$ cat src/rtl/return_coin_dispenser.sv
// Change-return stage: owns the inactivity timer and pays out the balance one
// coin per cycle, largest coin first, once a return is requested or the timer expires.
module return_coin_dispenser #(
  parameter int                      kNumCoins   = 3,
  parameter int                      kTotalBits  = 31,
  parameter int                      kWaitTime   = 10,
  parameter logic [kNumCoins*32-1:0] kCoinValues = {32'd1000, 32'd500, 32'd100}
) (
  input  logic                  clk,
  input  logic                  reset_n,
  input  logic [kNumCoins-1:0]  i_input_coin,
  input  logic                  i_item_out,
  input  logic                  i_trigger_return,
  input  logic [kTotalBits-1:0] current_total,
  output logic [kNumCoins-1:0]  o_return_coin,
  output logic [31:0]           o_wait_time,
  output logic                  o_busy,
  output logic                  o_done
);

  typedef enum logic [1:0] {IDLE, COUNT, DISPENSE, DONE} state_t;

  state_t                r_state,     w_state_nx;
  logic [kTotalBits-1:0] r_remaining, w_remaining_nx;
  logic [31:0]           r_wait,      w_wait_nx;
  logic [kNumCoins-1:0]  r_coin,      w_coin_nx;
  logic                  r_busy,      w_busy_nx;
  logic                  r_done,      w_done_nx;

  // Coin values resized to the money width so all compares/subtracts are same-width.
  logic [kTotalBits-1:0] w_coin_val [kNumCoins];
  for (genvar g = 0; g < kNumCoins; g++) begin : g_coin_val
    assign w_coin_val[g] = kTotalBits'(kCoinValues[g*32 +: 32]);
  end

  // Values ascend with index, so the last fitting coin in the scan is the largest.
  logic [kNumCoins-1:0]  w_sel;
  logic                  w_fit;
  logic [kTotalBits-1:0] w_sel_val;
  always_comb begin
    w_sel     = '0;
    w_fit     = 1'b0;
    w_sel_val = '0;
    for (int i = 0; i < kNumCoins; i++) begin
      if (w_coin_val[i] <= r_remaining) begin
        w_sel     = '0;
        w_sel[i]  = 1'b1;
        w_fit     = 1'b1;
        w_sel_val = w_coin_val[i];
      end
    end
  end

  logic w_total_payable;
  assign w_total_payable = (current_total >= w_coin_val[0]);

  always_comb begin
    w_state_nx     = r_state;
    w_remaining_nx = r_remaining;
    w_wait_nx      = r_wait;
    w_coin_nx      = '0;
    w_busy_nx      = 1'b0;
    w_done_nx      = 1'b0;
    case (r_state)
      IDLE, COUNT: begin
        // Trigger beats a same-cycle coin: the snapshot excludes that coin.
        if (i_trigger_return) begin
          w_remaining_nx = current_total;
          w_wait_nx      = '0;
          w_state_nx     = w_total_payable ? DISPENSE : DONE;
        end else if ((|i_input_coin) || i_item_out) begin
          w_wait_nx  = 32'(kWaitTime);
          w_state_nx = COUNT;
        end else if (r_state == COUNT) begin
          if (r_wait > 32'd1) begin
            w_wait_nx = r_wait - 32'd1;
          end else begin
            w_wait_nx = '0;
            if ((r_wait == 32'd1) && w_total_payable) begin
              w_remaining_nx = current_total;
              w_state_nx     = DISPENSE;
            end else begin
              w_state_nx = IDLE;
            end
          end
        end
      end
      DISPENSE: begin
        if (w_fit) begin
          w_coin_nx      = w_sel;
          w_busy_nx      = 1'b1;
          w_remaining_nx = r_remaining - w_sel_val;
        end else begin
          w_state_nx = DONE;
        end
      end
      DONE: begin
        w_done_nx  = 1'b1;
        w_state_nx = IDLE;
      end
      default: w_state_nx = IDLE;
    endcase
  end

  always_ff @(posedge clk or negedge reset_n) begin
    if (!reset_n) begin
      r_state     <= IDLE;
      r_remaining <= '0;
      r_wait      <= '0;
      r_coin      <= '0;
      r_busy      <= 1'b0;
      r_done      <= 1'b0;
    end else begin
      r_state     <= w_state_nx;
      r_remaining <= w_remaining_nx;
      r_wait      <= w_wait_nx;
      r_coin      <= w_coin_nx;
      r_busy      <= w_busy_nx;
      r_done      <= w_done_nx;
    end
  end

  assign o_return_coin = r_coin;
  assign o_wait_time   = r_wait;
  assign o_busy        = r_busy;
  assign o_done        = r_done;

endmodule
$ cat config.mk
export PLATFORM = sky130hd
export DESIGN_NAME = return_coin_dispenser
export DESIGN_NICKNAME = d
export VERILOG_FILES = /design/src/rtl/return_coin_dispenser.sv
export SDC_FILE = /design/constraint.sdc
export NUM_CORES = 1
export LEC_CHECK = 0
export ABC_AREA = 0
export CAP_MARGIN = 20
export CORE_MARGIN = 2
export CORE_UTILIZATION = 40
export DETAILED_ROUTE_END_ITERATION = 8
export PLACE_DENSITY = 0.72
export SLEW_MARGIN = 20
export SYNTH_ARGS = -nofsm -noshare
export SYNTH_HDL_FRONTEND = slang
export SYNTH_SLANG_ARGS = --single-unit
$ cat constraint.sdc
create_clock -name clk -period 3.91 [get_ports clk]
set_input_delay 0.782 -clock clk [delete_from_list [all_inputs] [get_ports clk]]
set_output_delay 0.782 -clock clk [all_outputs]
set_load 0.03 [all_outputs]
=== Word level (Yosys, flattened, before mapping) ===
Cells that the tools add are included.
W data, S select, Z words.

* Mux-type cells: 33
* Reductions and logical operators: 10
* Magnitude comparators: 5
* $add $sub $neg: 2
* Equal/unequal tests: 12

{| class="wikitable"
|+ Operators by type and width
! operator !! number
|-
| $mux W31 || 8
|-
| $mux W32 || 4
|-
| $pmux W31 S2 || 1
|-
| $eq A32 B1 Y1 const B || 1
|-
| $gt A32 B1 Y1 const B || 1
|-
| $sub A32 B1 Y32 const B || 1
|-
| $ge A31 B7 Y1 const B || 1
|-
| $le A10 B31 Y1 const A || 1
|-
| $le A7 B31 Y1 const A || 1
|-
| $le A9 B31 Y1 const A || 1
|-
| $sub A31 B31 Y31 || 1
|-
| $mux W2 || 7
|-
| $ne A3 B3 Y1 const B || 4
|-
| $mux W3 || 3
|-
| $mux W1 || 8
|-
| $ne A4 B4 Y1 const B || 2
|-
| $mux W7 || 1
|-
| $pmux W2 S3 || 1
|-
| $reduce_and A6 Y1 || 1
|-
| $eq A2 B2 Y1 const B || 2
|-
| $ne A2 B2 Y1 const B || 2
|-
| $reduce_and A3 Y1 || 1
|-
| $reduce_bool A3 Y1 || 1
|-
| $reduce_or A3 Y1 || 1
|-
| 7 further kinds || 7
|}

* Input bits: 38
* Output and inout bits: 37
* Word-level logic and storage cells: 68
* Register bits: 70

=== Logic depth before layout (Yosys ltp) ===
* Depth in word-level cells: 8
* Depth in mapped cells: 16
* Mapped depth without buffers: 14

=== Least setup slack after synthesis ===
No wires, ideal clock.

* Path type: flip-flop to flip-flop
* From: register r_remaining[19]
* To: register r_remaining[19]
* Setup time: 126 ps
* Buffers on the path: 2
* Clock period less this slack: 3825 ps
* Arrival time: 3699 ps
* Required time: 3784 ps
* Setup slack: 85 ps
* Cell stages (with the launch flop): 15
* Cell sequence: dfrtp_1 > buf_6 > or4_4 > nor4_4 > o2111ai_2 > or2_4 > inv_1 > ha_1 > a21o_1 > or3_1 > o211ai_1 > clkbuf_1 > nand3_1 > a22o_1 > a221o_1

* Word-level cells in the longest chain between the ends: 7
* Elaborated cells on any way between the ends: 14
* Those cells by class: add/sub (1); order compare (3); eq/ne (1); mux (8); reduce/logical (1)

{| class="wikitable"
|+ Ends and longest elaborated chain
! element !! RTL line !! RTL
|-
| start: declaration || 24 || <nowiki>logic [kTotalBits-1:0] r_remaining, w_remaining_nx;</nowiki>
|-
| start signal: assignment || 115 || <nowiki>r_remaining <= w_remaining_nx;</nowiki>
|-
| $le A7 B31 Y1 || 45 || <nowiki>if (w_coin_val[i] <= r_remaining) begin</nowiki>
|-
| $mux W7 || 45 ||
|-
| $mux W31 (2 in a row) || 45 ||
|-
| $sub A31 B31 Y31 || 92 || <nowiki>w_remaining_nx = r_remaining - w_sel_val;</nowiki>
|-
| $mux W31 || 89 || <nowiki>if (w_fit) begin</nowiki>
|-
| $pmux W31 S2 || 64 || <nowiki>case (r_state)</nowiki>
|}

Several ways; a longest one is shown, not always the timed one. The select of a mux whose other input is x is not followed.
A chain may end at the register's enable or synchronous reset.

=== Worst setup path after layout ===
* From: register r_remaining[19]
* To: register r_remaining[26]

The elaborated chain is that of the path after synthesis.

==> results_dict.tcl <==
set metrics [dict create \
    ys_top_cells_by_area "dfrtp_1, nor2_1, nand2_1, nor4_1, xnor2_1" \
    yosysWarnings 0 \
    pin_count 75 \
    coreArea_um2 10900 \
    io_buffer_count 74 \
    yosysUniqueCellTypes 71 \
    netlist_area_um2 4510 \
    finalCritPeriodShare 0.972 \
    synth_fp_nets 554 \
    yosys-top-cells-count "dfrtp_1, nor2_1, nand2_1" \
    p_total_uw 4970 \
    grt-ovfl-total 0 \
    postRouteAntennaNets 0 \
    die_area_um2 12100 \
    vias 4565 \
    fin_tns_setup_ps 0 \
    first_iter_violations 396 \
    hold_viol_final 0 \
    min_period_ps 3800 \
    critPathKind "flop to flop" \
    critical_path.endpoint_type "flop" \
    critical_path_required_ps 4140 \
    grt_pass1_wl_um 21700 \
    relSlewSlack 0.436 \
    hold_ws_ps 489 \
    async_flop_share 1.00 \
    status "completed" \
    synth_top_cell_area_share 0.388 \
    grt_start_max_net_pins 36 \
    ir_worst_vdd_mv 0.391 \
    synth_cells 505 \
    cts_buffers 9 \
    layoutNonFillerInstCount 772 \
    synth_edf_count 0 \
    fp-row-count 38 \
    setup_violations 0 \
    hpwl_um 9840 \
    dpl-instance-area_um2 5690 \
    rsz0062_at_grt "yes" \
    final_nets 676 \
    cap_violations 0 \
    path_clk_slew_ps 70 \
    leakage_uw 0.00262 \
    syn_to_final_growth_pct 37.4 \
    first_pass_iters 7 \
    synth.avg_cell_area_um2 8.93 \
    fin_area_um2 6200 \
    wl_um 13800 \
    clk_latency_ps 350 \
    tightest_slew_ps 835 \
    slew_violations 0 \
    initial_core_util 0.413 \
    cts_tree "done" \
    min_path_type "primary input to async pin" \
    clk_path_buf_depth 2 \
    place_congestion 0.888 \
    antenna_cells 0 \
    fmax_ghz 0.263 \
    powerDensity_nw_per_um2 802 \
    dp_cells 744 \
    grt.total_usage 0.233 \
    critPathArrivalTime_ps 4030 \
    clock_skew_ps 11.1 \
    die_h_um 110 \
    yosys.area.top_type "dfrtp_1" \
    clockRootBuffer "clkbuf_16" \
    antenna_found_initial 0 \
    htree_levels 3 \
    seq_area_frac_synth 0.388 \
    synth_ff_type "dfrtp_1" \
    reg2reg_depth 14 \
    routedWlPerCell_um 17.8 \
    die_w_um 110 \
    ys_ff_latch 70 \
    cts_sinks 70 \
    yosysMostFrequentCell "dfrtp_1" \
    drive_gt1_frac 0.182 \
    grt_pass1_vias 4326 \
    drc 0 \
    startpoint_type "flop" \
    vias_per_cell 5.91 \
    critPathMaxFanout 4 \
]
[power by group]
group	switching, uW	leakage, uW	total [uW]	internal (uW)
clock network	376	0.000147	828	452
logic	1560	0.00158	2750	1200
registers	375	0.000894	1390	1010
total	2310	0.00262	4970	2660
[cells by family after synthesis]
family | after synthesis | synth area share
AOI/OAI and AO/OA | 120 | 0.194
adders and majority gates | 11 | 0.0322
and+or+nand+nor | 216 | 0.255
xor gates and xnor gates | 28 | 0.0544
DFF | 70 | 0.388
muxes | 13 | 0.0302
buffers and inverters | 47 | 0.0458
[state kept, by name, summed over array words and instances (netlist names)]
register and count:
o_wait_time 32, r_remaining 31, o_return_coin 3, r_state 2, o_busy 1, o_done 1
[worst max-delay path, cell delays in order (launching register included)]
cell and delay [ps]:
dfrtp_1 410, or4_4 580, nor4_4 370, buf_4 180, o311ai_2 90, buf_4 160
nand2_1 90, ha_1 270, nor2b_2 190, o2111ai_2 230, nand3_2 160, buf_4 180
a2111oi_4 320, o2bb2ai_1 140, a221o_1 300
[cell usage in the layout, fill, tap and decap left out, types with 5 or more instances in the layout]
cell,instances
dfrtp_1,70
nand4_1,9
buf_4,60
nand3_1,10
o211ai_1,5
a2bb2oi_1,6
clkbuf_16,9
nor2b_1,5
a211oi_1,8
xnor2_1,15
or3_1,8
nor4_1,19
a21oi_1,20
inv_1,21
o22ai_1,6
nor3_1,14
mux2i_1,8
nor2_1,59
clkdlybuf4s50_1,73
nand2b_1,7
a22oi_1,5
ha_1,9
o21ai_0,19
nand2_1,42
xor2_1,13
[final cells by class]
| cell class | instances | area (um^2) |
|---|---|---|
| clock buffer | 9 | 225 |
| clock inverter | 7 | 68.8 |
| fill | 972 | 4740 |
| inverter | 22 | 85.1 |
| multi-input combinational | 388 | 2680 |
| sequential | 70 | 1750 |
| tap | 140 | 175 |
| timing repair buffer | 136 | 1210 |
[worst paths after layout]
kind                                    to             from  slack (ps)
setup reg to reg           r_remaining[26]  r_remaining[19]         110
hold / removal             o_wait_time[20]          reset_n         490
min in group clk            r_remaining[0]   r_remaining[0]         530
max in group asynchronous   r_remaining[5]          reset_n        2640
hold reg to reg             r_remaining[0]   r_remaining[0]         530
setup / recovery           r_remaining[26]  r_remaining[19]         110
[per-stage QoR]
stage,utilization,setup WS [ps]
final,0.567,108
after floorplan,-,85.0
after detailed placement,0.520,-99.0
after global routing,0.567,-49.9
after global placement,0.520,33.6
after CTS,0.553,0.792
[layer usage]
| layer | GRT usage | share of wire | vias to the layer above |
|---|---|---|---|
| li1 | - | - | 2109 |
| met1 | 0.297 | 0.42 | 2232 |
| met2 | 0.393 | 0.48 | 196 |
| met3 | 0.0441 | 0.080 | 28 |
| met4 | 0.0866 | 0.022 | 0 |
| met5 | 0 | 0 | - |
[what timing repair did]
action	4_1_cts	5_1_grt
endpoints found under the hold margin	0	0
gates resized for setup	7	21
pin swaps	3	11
hold buffers	0	0
endpoints found under the setup margin	9	18
setup buffers	6	6
Power figures use the tool's default switching activity.
